## config.mk

```make
export PLATFORM = sky130hd
export DESIGN_NAME = fib_sequencer
export DESIGN_NICKNAME = d
export VERILOG_FILES = /design/src/rtl/fib_sequencer.sv
export SDC_FILE = /design/constraint.sdc
export NUM_CORES = 1
export LEC_CHECK = 0
export BUFFER_PORTS_ARGS = -buffer_cell sky130_fd_sc_hd__buf_2
export CAP_MARGIN = 20
export CORE_MARGIN = 2
export CORE_UTILIZATION = 55
export DETAILED_ROUTE_END_ITERATION = 10
export PLACE_DENSITY = 0.82
export SLEW_MARGIN = 10
export SYNTH_ARGS = -nofsm -noshare
export SYNTH_HDL_FRONTEND = slang
export SYNTH_SLANG_ARGS = --single-unit
```

## constraint.sdc

```tcl
create_clock -name clk_i -period 2 [get_ports clk_i]
set_input_delay 0.4 -clock clk_i [delete_from_list [all_inputs] [get_ports clk_i]]
set_output_delay 0.4 -clock clk_i [all_outputs]
set_load 0.005 [all_outputs]
```

## src/rtl/fib_sequencer.sv

```systemverilog
// Fibonacci term generator that borrows the shared 4-bit ALU for both the
// term additions and the remaining-count decrement; the ALU zero flag ends a run.
module fib_sequencer #(
    parameter int WIDTH = 4
) (
    input  logic             clk_i,
    input  logic             rst_ni,
    input  logic             start_i,
    input  logic [WIDTH-1:0] n_i,
    output logic [WIDTH-1:0] alu_a_o,
    output logic [WIDTH-1:0] alu_b_o,
    output logic [WIDTH-2:0] alu_op_o,
    input  logic [WIDTH-1:0] alu_out_i,
    input  logic             alu_zero_i,
    output logic             busy_o,
    output logic             term_valid_o,
    output logic [WIDTH-1:0] term_o,
    output logic             done_o,
    output logic             overflow_o
);

    localparam logic [WIDTH-2:0] OP_ADD = '0;
    localparam logic [WIDTH-2:0] OP_SUB = (WIDTH-1)'(1);
    localparam logic [WIDTH-1:0] ONE    = WIDTH'(1);

    typedef enum logic [2:0] {
        IDLE,
        EMIT,
        DEC,
        ADD,
        DONE
    } state_e;

    state_e           state_q, state_d;
    logic [WIDTH-1:0] prev_q, prev_d;
    logic [WIDTH-1:0] curr_q, curr_d;
    logic [WIDTH-1:0] rem_q, rem_d;
    logic             prev_wr_q, prev_wr_d;
    logic             curr_wr_q, curr_wr_d;
    logic [WIDTH-1:0] term_q, term_d;
    logic             overflow_q, overflow_d;
    logic             busy_q, term_valid_q, done_q;

    always_comb begin
        alu_a_o  = '0;
        alu_b_o  = '0;
        alu_op_o = OP_ADD;
        case (state_q)
            DEC: begin
                alu_a_o  = rem_q;
                alu_b_o  = ONE;
                alu_op_o = OP_SUB;
            end
            ADD: begin
                alu_a_o  = prev_q;
                alu_b_o  = curr_q;
                alu_op_o = OP_ADD;
            end
            default: ;
        endcase
    end

    // The term register is loaded on entry to EMIT so it is already valid
    // during the strobe cycle; the value loaded is the upcoming prev.
    always_comb begin
        state_d    = state_q;
        prev_d     = prev_q;
        curr_d     = curr_q;
        rem_d      = rem_q;
        prev_wr_d  = prev_wr_q;
        curr_wr_d  = curr_wr_q;
        term_d     = term_q;
        overflow_d = overflow_q;
        case (state_q)
            IDLE: begin
                if (start_i) begin
                    rem_d      = n_i;
                    prev_d     = '0;
                    curr_d     = ONE;
                    prev_wr_d  = 1'b0;
                    curr_wr_d  = 1'b0;
                    overflow_d = 1'b0;
                    if (n_i != '0) begin
                        state_d = EMIT;
                        term_d  = '0;
                    end else begin
                        state_d = DONE;
                    end
                end
            end
            EMIT: begin
                overflow_d = overflow_q | prev_wr_q;
                state_d    = DEC;
            end
            DEC: begin
                rem_d   = alu_out_i;
                state_d = alu_zero_i ? DONE : ADD;
            end
            ADD: begin
                prev_d    = curr_q;
                prev_wr_d = curr_wr_q;
                curr_d    = alu_out_i;
                curr_wr_d = prev_wr_q | curr_wr_q | (alu_out_i < curr_q);
                term_d    = curr_q;
                state_d   = EMIT;
            end
            DONE: begin
                state_d = IDLE;
            end
            default: begin
                state_d = IDLE;
            end
        endcase
    end

    always_ff @(posedge clk_i or negedge rst_ni) begin
        if (!rst_ni) begin
            state_q      <= IDLE;
            prev_q       <= '0;
            curr_q       <= '0;
            rem_q        <= '0;
            prev_wr_q    <= 1'b0;
            curr_wr_q    <= 1'b0;
            term_q       <= '0;
            overflow_q   <= 1'b0;
            busy_q       <= 1'b0;
            term_valid_q <= 1'b0;
            done_q       <= 1'b0;
        end else begin
            state_q      <= state_d;
            prev_q       <= prev_d;
            curr_q       <= curr_d;
            rem_q        <= rem_d;
            prev_wr_q    <= prev_wr_d;
            curr_wr_q    <= curr_wr_d;
            term_q       <= term_d;
            overflow_q   <= overflow_d;
            busy_q       <= (state_d != IDLE);
            term_valid_q <= (state_d == EMIT);
            done_q       <= (state_d == DONE);
        end
    end

    assign busy_o       = busy_q;
    assign term_valid_o = term_valid_q;
    assign term_o       = term_q;
    assign done_o       = done_q;
    assign overflow_o   = overflow_q;

endmodule
```

Yosys cells after proc, flatten, opt, wreduce, memory -nomap -nowiden:

Cells that the tools add are included.
Widths: inputs -> output; s select.

* bits in registers: 25
* input bits: 12
* output and inout port bits: 19
* logic and storage cells: 52

* magnitude comparators: 1
* eq/ne operators: 7
* muxes and demuxes: 20
* bitwise operators: 3
* reductions and logical operators: 10

Operators by type and width (count)
* $pmux 4 s2: 6
* $mux 4: 5
* $pmux 3 s4: 1
* $mux 3: 3
* $eq 3x1->1 const B: 2
* $eq 3x2->1 const B: 2
* $pmux 1 s2: 3
* $reduce_and 2->1: 3
* $reduce_bool 2->1: 3
* $lt 4x4->1: 1
* $ne 2x2->1 const B: 2
* $reduce_bool 4->1: 1
* $eq 3x3->1 const B: 1
* $logic_not 3->1: 1
* $or 1x1->1: 3
* $reduce_and 3->1: 1
* $reduce_bool 3->1: 1
* $mux 1: 2

Logic depth before layout (Yosys ltp):

Gate-level depths: netlist of run 1.

* depth after elaboration: 5
* mapped depth: 6
* depth with buffers taken out: 5

Worst setup path after synthesis of run 1:

No wires, ideal clock.

* path kind: register to output
* start point: reg state_q[1]
* end point: out alu_a_o[0]
* arrival: 1.130 ns
* data required time: 1.600 ns
* path slack: 0.470 ns
* stages on the path, launching flop included: 6
* buffers on the path: 2
* cell sequence: dfrtp_1 > buf_4 > nor2b_1 > and2_1 > buf_6 > a22o_1

* word-level cells in the longest chain between the ends: 2
* elaborated cells on any way between the ends: 3
* classes of those cells: eq/ne: 2; mux: 1

Ends and longest elaborated chain
* start: declaration: line 34 `state_e state_q, state_d;`
* start signal: assignment: line 130 `state_q <= state_d;`
* $eq 3x2->1: line 48 `case (state_q)`
* $pmux 4 s2 *: line 48
* end: declaration: line 10 `output logic [WIDTH-1:0] alu_a_o,`

Mark *: on every way between the ends. The rest lies on a longest branch, timed or not.

Worst setup path after layout of run 1:

* start point: reg state_q[1]
* end point: out alu_a_o[1]

Same word-level chain as after synthesis.

==> results.yml, run 1 <==
clocking:
  clock-root-buffer: "clkbuf_4"
  hold_buffers: 0
  cts_tree: "yes"
  clk_pin_slew_ns: 0.13
  ctsHtreeMaxLevel: 1
  clk_latency_ns: 0.31
  clock-sinks: 25
  numCtsBuffers: 3
  cts.path.max_buffers: 2
routing:
  wl_um: 2290
  vias: 930
  remaining_drc_errors: 0
  firstDrtPassIters: 4
  wl_per_cell_um: 13.6
  ant_nets: 0
  drtIter0Drc: 26
  vias_per_cell: 5.50
synthesis:
  synth.distinct_cells: 27
  ys_ff_latch: 25
  synth-edff-count: 0
  syn_area_per_cell_um2: 11.1
  syn_inst: 110
  ys.flop_type: "dfrtp_1"
  ys_async_sr_fraction: 1.00
  yosys_warnings: 0
  syn-cell-area_um2: 1220
  seq_area_frac_synth: 0.511
layout:
  fin_cells: 169
  multiInputGateArea_um2: 508
  seq_area_um2: 629
  syn2layout_area_growth_pct: 16.0
  fin_area_um2: 1420
  layout_commonest_cell: "buf_2"
  antenna_cells: 0
  fill_cells: 180
  final_util: 0.662
  mostFrequentLayoutCells: "buf_2 (28), dfrtp_1 (22), a22o_1 (12), buf_4 (8)"
  drive_gt1_frac: 0.383
  fin_nets: 157
sta:
  period_share: 0.960
  skew_ns: 0.00325
  max_freq_mhz: 521
  finalSetupViolCount: 0
  worst_pin_slew_ns: 0.561
  hold_slack_ns: 0.0498
  worst_slack_ns: 0.0799
  final_max_slew_viol_count: 0
  period_needed_ns: 1.92
  rsz0062_at_grt: "false"
  relSlewSlack: 0.622
  tns_ns: 0
  hold_viol: 0
power:
  finalPower_mw: 1.93
  p_leak_nw: 0.762
  peakVddDrop_mv: 0.738
  clkPwrFrac: 0.114
  power_switching_mw: 0.720
  seq_power_share: 0.436
  swShare: 0.373
  comb_power_share: 0.450
  power_density_nw_per_um2: 1360
  internal_power_mw: 1.21
die:
  dieHeight_um: 51.2
  die_w_um: 51.2
  die-area_um2: 2620
  io_pins: 31
  rows: 17
  initial_core_util: 0.570
  fp.coreArea_um2: 2150
worst_setup_path:
  crit_arrival_ns: 1.52
  critPathSlowestCell: "dfrtp_2"
  endpoint_kind: "primary output"
  critical_path_class: "reg -> out"
  crit_fanout: 6
  start_kind: "flop"
  crit_chain: "nor2b_1 > and2_1 > buf_4 > a22o_1 > buf_2"
  required_ns: 1.60
  max_stage_delay_ns: 0.45
grt:
  grt.total_usage: 0.199
  antenna_found_initial: 0
  overflow: 0
  grt_max_degree: 26
  grt_pass1_vias: 852
  grt_pass1_wl_um: 3800
placed_design:
  port_buffers: 28
  gp_congestion: 0.792
  place_area_um2: 1350
  place_hpwl_um: 1660
  pre_cts_ws_ns: 0.301
  dp.cells: 160
hold_path:
  holdCritPathClass: "in -> async"
run_status:
  status: "complete, no violations"
flow_run:
  cap_viol_max_count: 0
-- final timing paths --
path,start,endpoint,slack (ns),cells after the start
max,state_q[1],alu_a_o[1],0.08,5
max reg2reg,state_q[0],rem_q[1],0.47,4
max in group asynchronous,rst_ni,state_q[1],1.56,1
min,rst_ni,prev_wr_q,0.05,1
min reg2reg,state_q[2],state_q[1],0.48,1
min in group clk_i,alu_out_i[0],rem_q[0],0.32,3
-- worst max-delay path: cells and delay by family, from the launching register on --
family | cells | cell delay [ns]
compound gates | 1 | 0.18
buf+inv | 2 | 0.28
flops | 1 | 0.45
simple gates | 2 | 0.30
-- logic make-up (layout without fill, tap and decap cells) --
kind of cell               count (synthesis)  after routing  synth area share
other                                      1              2           0.00306
buffers and inverters                     16             46            0.0838
and+or+nand+nor                           26             26             0.121
AOI/OAI and AO/OA                         35             35             0.219
muxes                                      4              4            0.0327
DFF                                       25             25             0.511
adders and majority gates                  3              3            0.0306
-- synth_stat cells, types with 2 or more instances --
cell type  count  area, um^2
o21ai_2        4        35.0
a21oi_1        5        25.0
buf_6          2        22.5
a22o_1        12         105
inv_1          6        22.5
mux2i_1        4        40.0
nor2_4         2        22.5
nor3_1         2        10.0
buf_4          7        52.6
nand2_1        7        26.3
nor2_1         9        33.8
o21ai_0        4        20.0
dfrtp_1       25         626
a21o_1         6        45.0
ha_1           3        37.5
-- state kept, by name, indices dropped and copies added (netlist names) --
register,count
term_o,4
curr_q,4
busy_o,1
prev_q,4
done_o,1
state_q,3
overflow_o,1
prev_wr_q,1
curr_wr_q,1
term_valid_o,1
rem_q,4
-- final cells by class --
class,count,area share
timing repair buffer,36,0.141
tap,28,0.0246
sequential,25,0.443
clock buffer,4,0.0185
multi-input combinational,70,0.357
inverter,6,0.0158
-- power groups by stage --
stage	combinational, mW	clock, mW	sequential, mW
2_1_floorplan	0.636	0	0.797
3_3_place_gp	0.769	0	0.854
3_5_place_dp	0.789	0	0.863
4_1_cts	0.829	0.220	0.858
5_1_grt	0.978	0.244	0.874
6_report	0.869	0.221	0.843
-- layer usage --
layer / up-vias / part of all wire / routed length, um / track usage
met5: - / 0 / 0 / 0
met4: 0 / 0.0044 / 10 / 0.0541
met3: 2 / 0.039 / 90 / 0.0263
met2: 23 / 0.49 / 1120 / 0.325
met1: 463 / 0.47 / 1070 / 0.279
li1: 442 / - / - / -
-- repair_timing --
action,CTS,global route
setup endpoints to repair,5,7
endpoints found under the hold margin,0,0
gates resized for setup,2,4
setup buffers,3,2
pin swaps,1,0
Note: power is estimated with default switching activity, not from simulation.
==> inputs of run 2 (changes only) <==
==> constraint.sdc (replaced) <==
create_clock -name clk_i -period 2 [get_ports clk_i]
set_input_delay 0.1 -clock clk_i [delete_from_list [all_inputs] [get_ports clk_i]]
set_output_delay 0.1 -clock clk_i [all_outputs]
set_load 0.005 [all_outputs]
==> results.yml, run 2 (synthesized netlist as in run 1, its figures left out) <==
clocking:
  clk_pin_slew_ns: 0.13
  clock-sinks: 25
  cts.path.max_buffers: 2
  cts_tree: "yes"
  ctsHtreeMaxLevel: 1
  post_cts.repair.setup_buffers: 0
  numCtsBuffers: 3
  clock-root-buffer: "clkbuf_4"
  clk_latency_ns: 0.32
sta:
  finalSetupViolCount: 0
  period_share: 0.921
  worst_pin_slew_ns: 0.537
  final_max_slew_viol_count: 0
  tns_ns: 0
  hold_slack_ns: 0.0174
  worst_slack_ns: 0.158
  max_freq_mhz: 543
  skew_ns: 0.0101
  rsz0062_at_grt: "false"
  period_needed_ns: 1.84
  hold_viol: 0
  relSlewSlack: 0.639
layout:
  fin_nets: 151
  final_util: 0.638
  fill_cells: 187
  layout_commonest_cell: "buf_2"
  mostFrequentLayoutCells: "buf_2 (28), dfrtp_1 (25), a22o_1 (12), nor2_1 (9), nand2_1 (7)"
  antenna_cells: 0
  fin_cells: 163
  drive_gt1_frac: 0.304
  fin_area_um2: 1370
  syn2layout_area_growth_pct: 12.0
worst_setup_path:
  rr_startpoint: "state_q[0]"
  reg2reg_slack_ns: 0.38
  cp-startpoint: "state_q[2]"
  critical_path_class: "reg -> out"
  required_ns: 1.90
  crit_arrival_ns: 1.74
  timing.rr.end: "rem_q[2]"
  crit_fanout: 15
  start_kind: "flop"
  worstRegToRegCells: 4
  endpoint_kind: "primary output"
grt:
  grt_pass1_wl_um: 3670
  grt_max_degree: 26
  antenna_found_initial: 0
  overflow: 0
  grt.total_usage: 0.192
  grt_pass1_vias: 863
die:
  io_pins: 31
  fp.coreArea_um2: 2150
  dieHeight_um: 51.2
  die_w_um: 51.2
  die-area_um2: 2620
  initial_core_util: 0.570
  rows: 17
routing:
  wl_um: 2260
  wl_per_cell_um: 13.8
  ant_nets: 0
  drtIter0Drc: 9
  remaining_drc_errors: 0
  vias_per_cell: 5.42
  vias: 883
  firstDrtPassIters: 4
hold_path:
  min_from: "alu_out_i[3]"
  hold-path-endpoint: "rem_q[3]"
  holdCritPathClass: "in -> reg"
  timing.hold.worst_path_depth: 3
flow_run:
  cap_viol_max_count: 0
power:
  power_density_nw_per_um2: 1340
  peakVddDrop_mv: 0.787
  finalPower_mw: 1.84
  p_leak_nw: 0.734
placed_design:
  gp_congestion: 0.812
  dp.cells: 157
  pre_cts_ws_ns: 0.401
  place_hpwl_um: 1700
  port_buffers: 28
  place_area_um2: 1320
run_status:
  status: "complete, no violations"
-- run 2: how the worst max path moves through the flow --
stage | to | slack [ns] | cells past startpoint
2_1_floorplan | term_o[0] | 0.69 | 3
5_1_grt | alu_a_o[0] | 0.04 | 4
3_3_place_gp | rem_q[1] | 0.42 | 4
4_1_cts | alu_a_o[0] | 0.09 | 4
6_report | alu_a_o[0] | 0.16 | 4
3_5_place_dp | rem_q[0] | 0.40 | 4
-- run 2: critical path, cell delays in order, from the launching register on --
cell and delay (ns):
dfrtp_1 0.50, nand2b_1 0.25, nor2_4 0.35, a22o_1 0.22, buf_2 0.11
-- run 2: metal layers --
layer	up-vias	track usage	routed length (um)
met5	-	0	0
met4	0	0.0811	23
met3	3	0.0263	121
met2	31	0.331	1080
met1	414	0.240	1030
li1	435	-	-
-- run 2: what timing repair did --
| item | 4_1_cts | 5_1_grt |
|---|---|---|
| endpoints found under the hold margin | 26 | 0 |
| setup endpoints to repair | 0 | 2 |
| hold buffers | 2 | 0 |
| resized for setup | 0 | 1 |
-- run 2: power by group --
group / switching [mW] / internal [mW]
sequential: 0.155 / 0.701
clock: 0.142 / 0.0780
combinational: 0.401 / 0.359
-- run 2: layout make-up --
cell class / count / area (um^2) / area share
timing repair buffer: 30 / 160 / 0.117
inverter: 6 / 22.5 / 0.0164
multi-input combinational: 70 / 502 / 0.366
tap: 28 / 35.0 / 0.0255
sequential: 25 / 626 / 0.456
clock buffer: 4 / 26.3 / 0.0192
==> inputs of run 3 (changes only) <==
- CORE_MARGIN: 2 -> default
- CORE_UTILIZATION: 55 -> 51
- PLACE_DENSITY: 0.82 -> 0.77
- clock period: 2 -> 1.9 ns (I/O delays scaled with it)
==> results.yml, run 3 (synthesized netlist as in run 1, its figures left out) <==
routing:
  wl_per_cell_um: 14.4
  remaining_drc_errors: 0
  wl_um: 2410
  vias: 897
  vias_per_cell: 5.34
  drtIter0Drc: 24
  firstDrtPassIters: 4
  ant_nets: 0
layout:
  mostFrequentLayoutCells: "buf_2 (28), dfrtp_1 (25), a22o_1 (12), nor2_1 (9), nand2_1 (7)"
  drive_gt1_frac: 0.329
  final_util: 0.631
  syn2layout_area_growth_pct: 15.0
  antenna_cells: 0
  fin_nets: 156
  layout_commonest_cell: "buf_2"
worst_setup_path:
  critical_path_class: "reg -> out"
  start_kind: "flop"
  cp-startpoint: "state_q[1]"
  rr_startpoint: "state_q[0]"
  max_stage_delay_ns: 0.52
  endpoint_kind: "primary output"
  crit_arrival_ns: 1.67
  critPathSlowestCell: "dfrtp_1"
  crit_chain: "nor2b_1 > and2_1 > a22o_1 > buf_2"
  crit_fanout: 8
  required_ns: 1.80
die:
  die-area_um2: 2600
  fp.coreArea_um2: 2230
  die_w_um: 51.0
  dieHeight_um: 51.0
  io_pins: 31
  rows: 17
  initial_core_util: 0.548
sta:
  rsz0062_at_grt: "false"
  tns_ns: 0
  finalSetupViolCount: 0
  worst_pin_slew_ns: 0.622
  hold_viol: 0
  final_max_slew_viol_count: 0
  period_share: 0.931
  relSlewSlack: 0.582
  period_needed_ns: 1.77
  skew_ns: 0.00159
  max_freq_mhz: 565
clocking:
  clock-root-buffer: "clkbuf_4"
  clk_pin_slew_ns: 0.13
  ctsHtreeMaxLevel: 1
  cts_tree: "yes"
  cts.path.max_buffers: 2
  clock-sinks: 25
  numCtsBuffers: 3
  clk_latency_ns: 0.32
grt:
  grt.total_usage: 0.211
  grt_max_degree: 26
  antenna_found_initial: 0
  grt_pass1_vias: 817
  overflow: 0
  grt_pass1_wl_um: 3950
placed_design:
  place_hpwl_um: 1800
  port_buffers: 28
  gp_congestion: 0.870
flow_run:
  cap_viol_max_count: 0
hold_path:
  holdCritPathClass: "in -> reg"
  min_from: "alu_out_i[1]"
run_status:
  status: "complete, no violations"
power:
  peakVddDrop_mv: 0.810
  p_leak_nw: 0.762
  power_density_nw_per_um2: 1420
[run 3: cell types whose count changed in the layout (fill, tap and decap cells not counted)]
cell and change:
and2_1 +1, and2_2 -1, buf_4 +5, clkbuf_1 -1
clkinv_2 +1
[run 3: layout make-up]
class / instances / area (um^2)
Multi-Input combinational cell: 70 / 500
Fill cell: 181 / 825
Sequential cell: 25 / 626
Clock buffer: 3 / 22.5
Tap cell: 28 / 35.0
Clock inverter: 1 / 5.00
Timing Repair Buffer: 35 / 198
Inverter: 6 / 22.5
[run 3: repair_timing]
action	CTS	global route
resized for setup	0	0
buffers inserted	0	4
endpoints found under the setup margin	0	4
hold buffers	2	0
endpoints found under the hold margin	26	0
[run 3: power breakdown]
part	leakage [nW]	internal (mW)	switching, mW
clock	0.0177	0.0789	0.155
sequential	0.323	0.739	0.175
combinational	0.421	0.426	0.434
total	0.762	1.24	0.763
[run 3: metal layers]
metal  global-route usage  share of wire
met1                0.304           0.48
met2                0.320           0.47
met3               0.0357          0.036
met4               0.0741          0.018
met5                    0              0
[run 3: final timing paths]
kind                                   end  slack, ns  cells after the start
worst max-delay path            alu_a_o[1]       0.13                      4
worst min-delay path              rem_q[1]       0.02                      3
worst max register to register    rem_q[1]       0.32                      4
worst min register to register   term_o[2]       0.49                      1
max in group asynchronous        term_o[1]       1.26                      2
min in group asynchronous           busy_o       0.28                      2
[run 3: critical path: cells and delay by family (launching register included)]
family / cells / cell delay, ns
and+or+nand+nor: 2 / 0.54
AOI/OAI and AO/OA: 1 / 0.19
DFF: 1 / 0.52
buffers and inverters: 1 / 0.11
[run 3: per-stage QoR]
step | hold slack, ns | cells | setup WS (ns) | area, um^2 | power [mW]
6_report | 0.0226 | 168 | 0.130 | 1410 | 2.01
5_1_grt | 0.0155 | 168 | 0.0187 | 1410 | 2.19
4_1_cts | 0.0142 | 164 | 0.0518 | 1380 | 1.97
3_5_place_dp | 0.114 | 158 | 0.307 | 1330 | 1.73
3_3_place_gp | 0.109 | 158 | 0.351 | 1330 | 1.69
2_1_floorplan | -0.201 | 111 | 0.593 | 1230 | 1.51
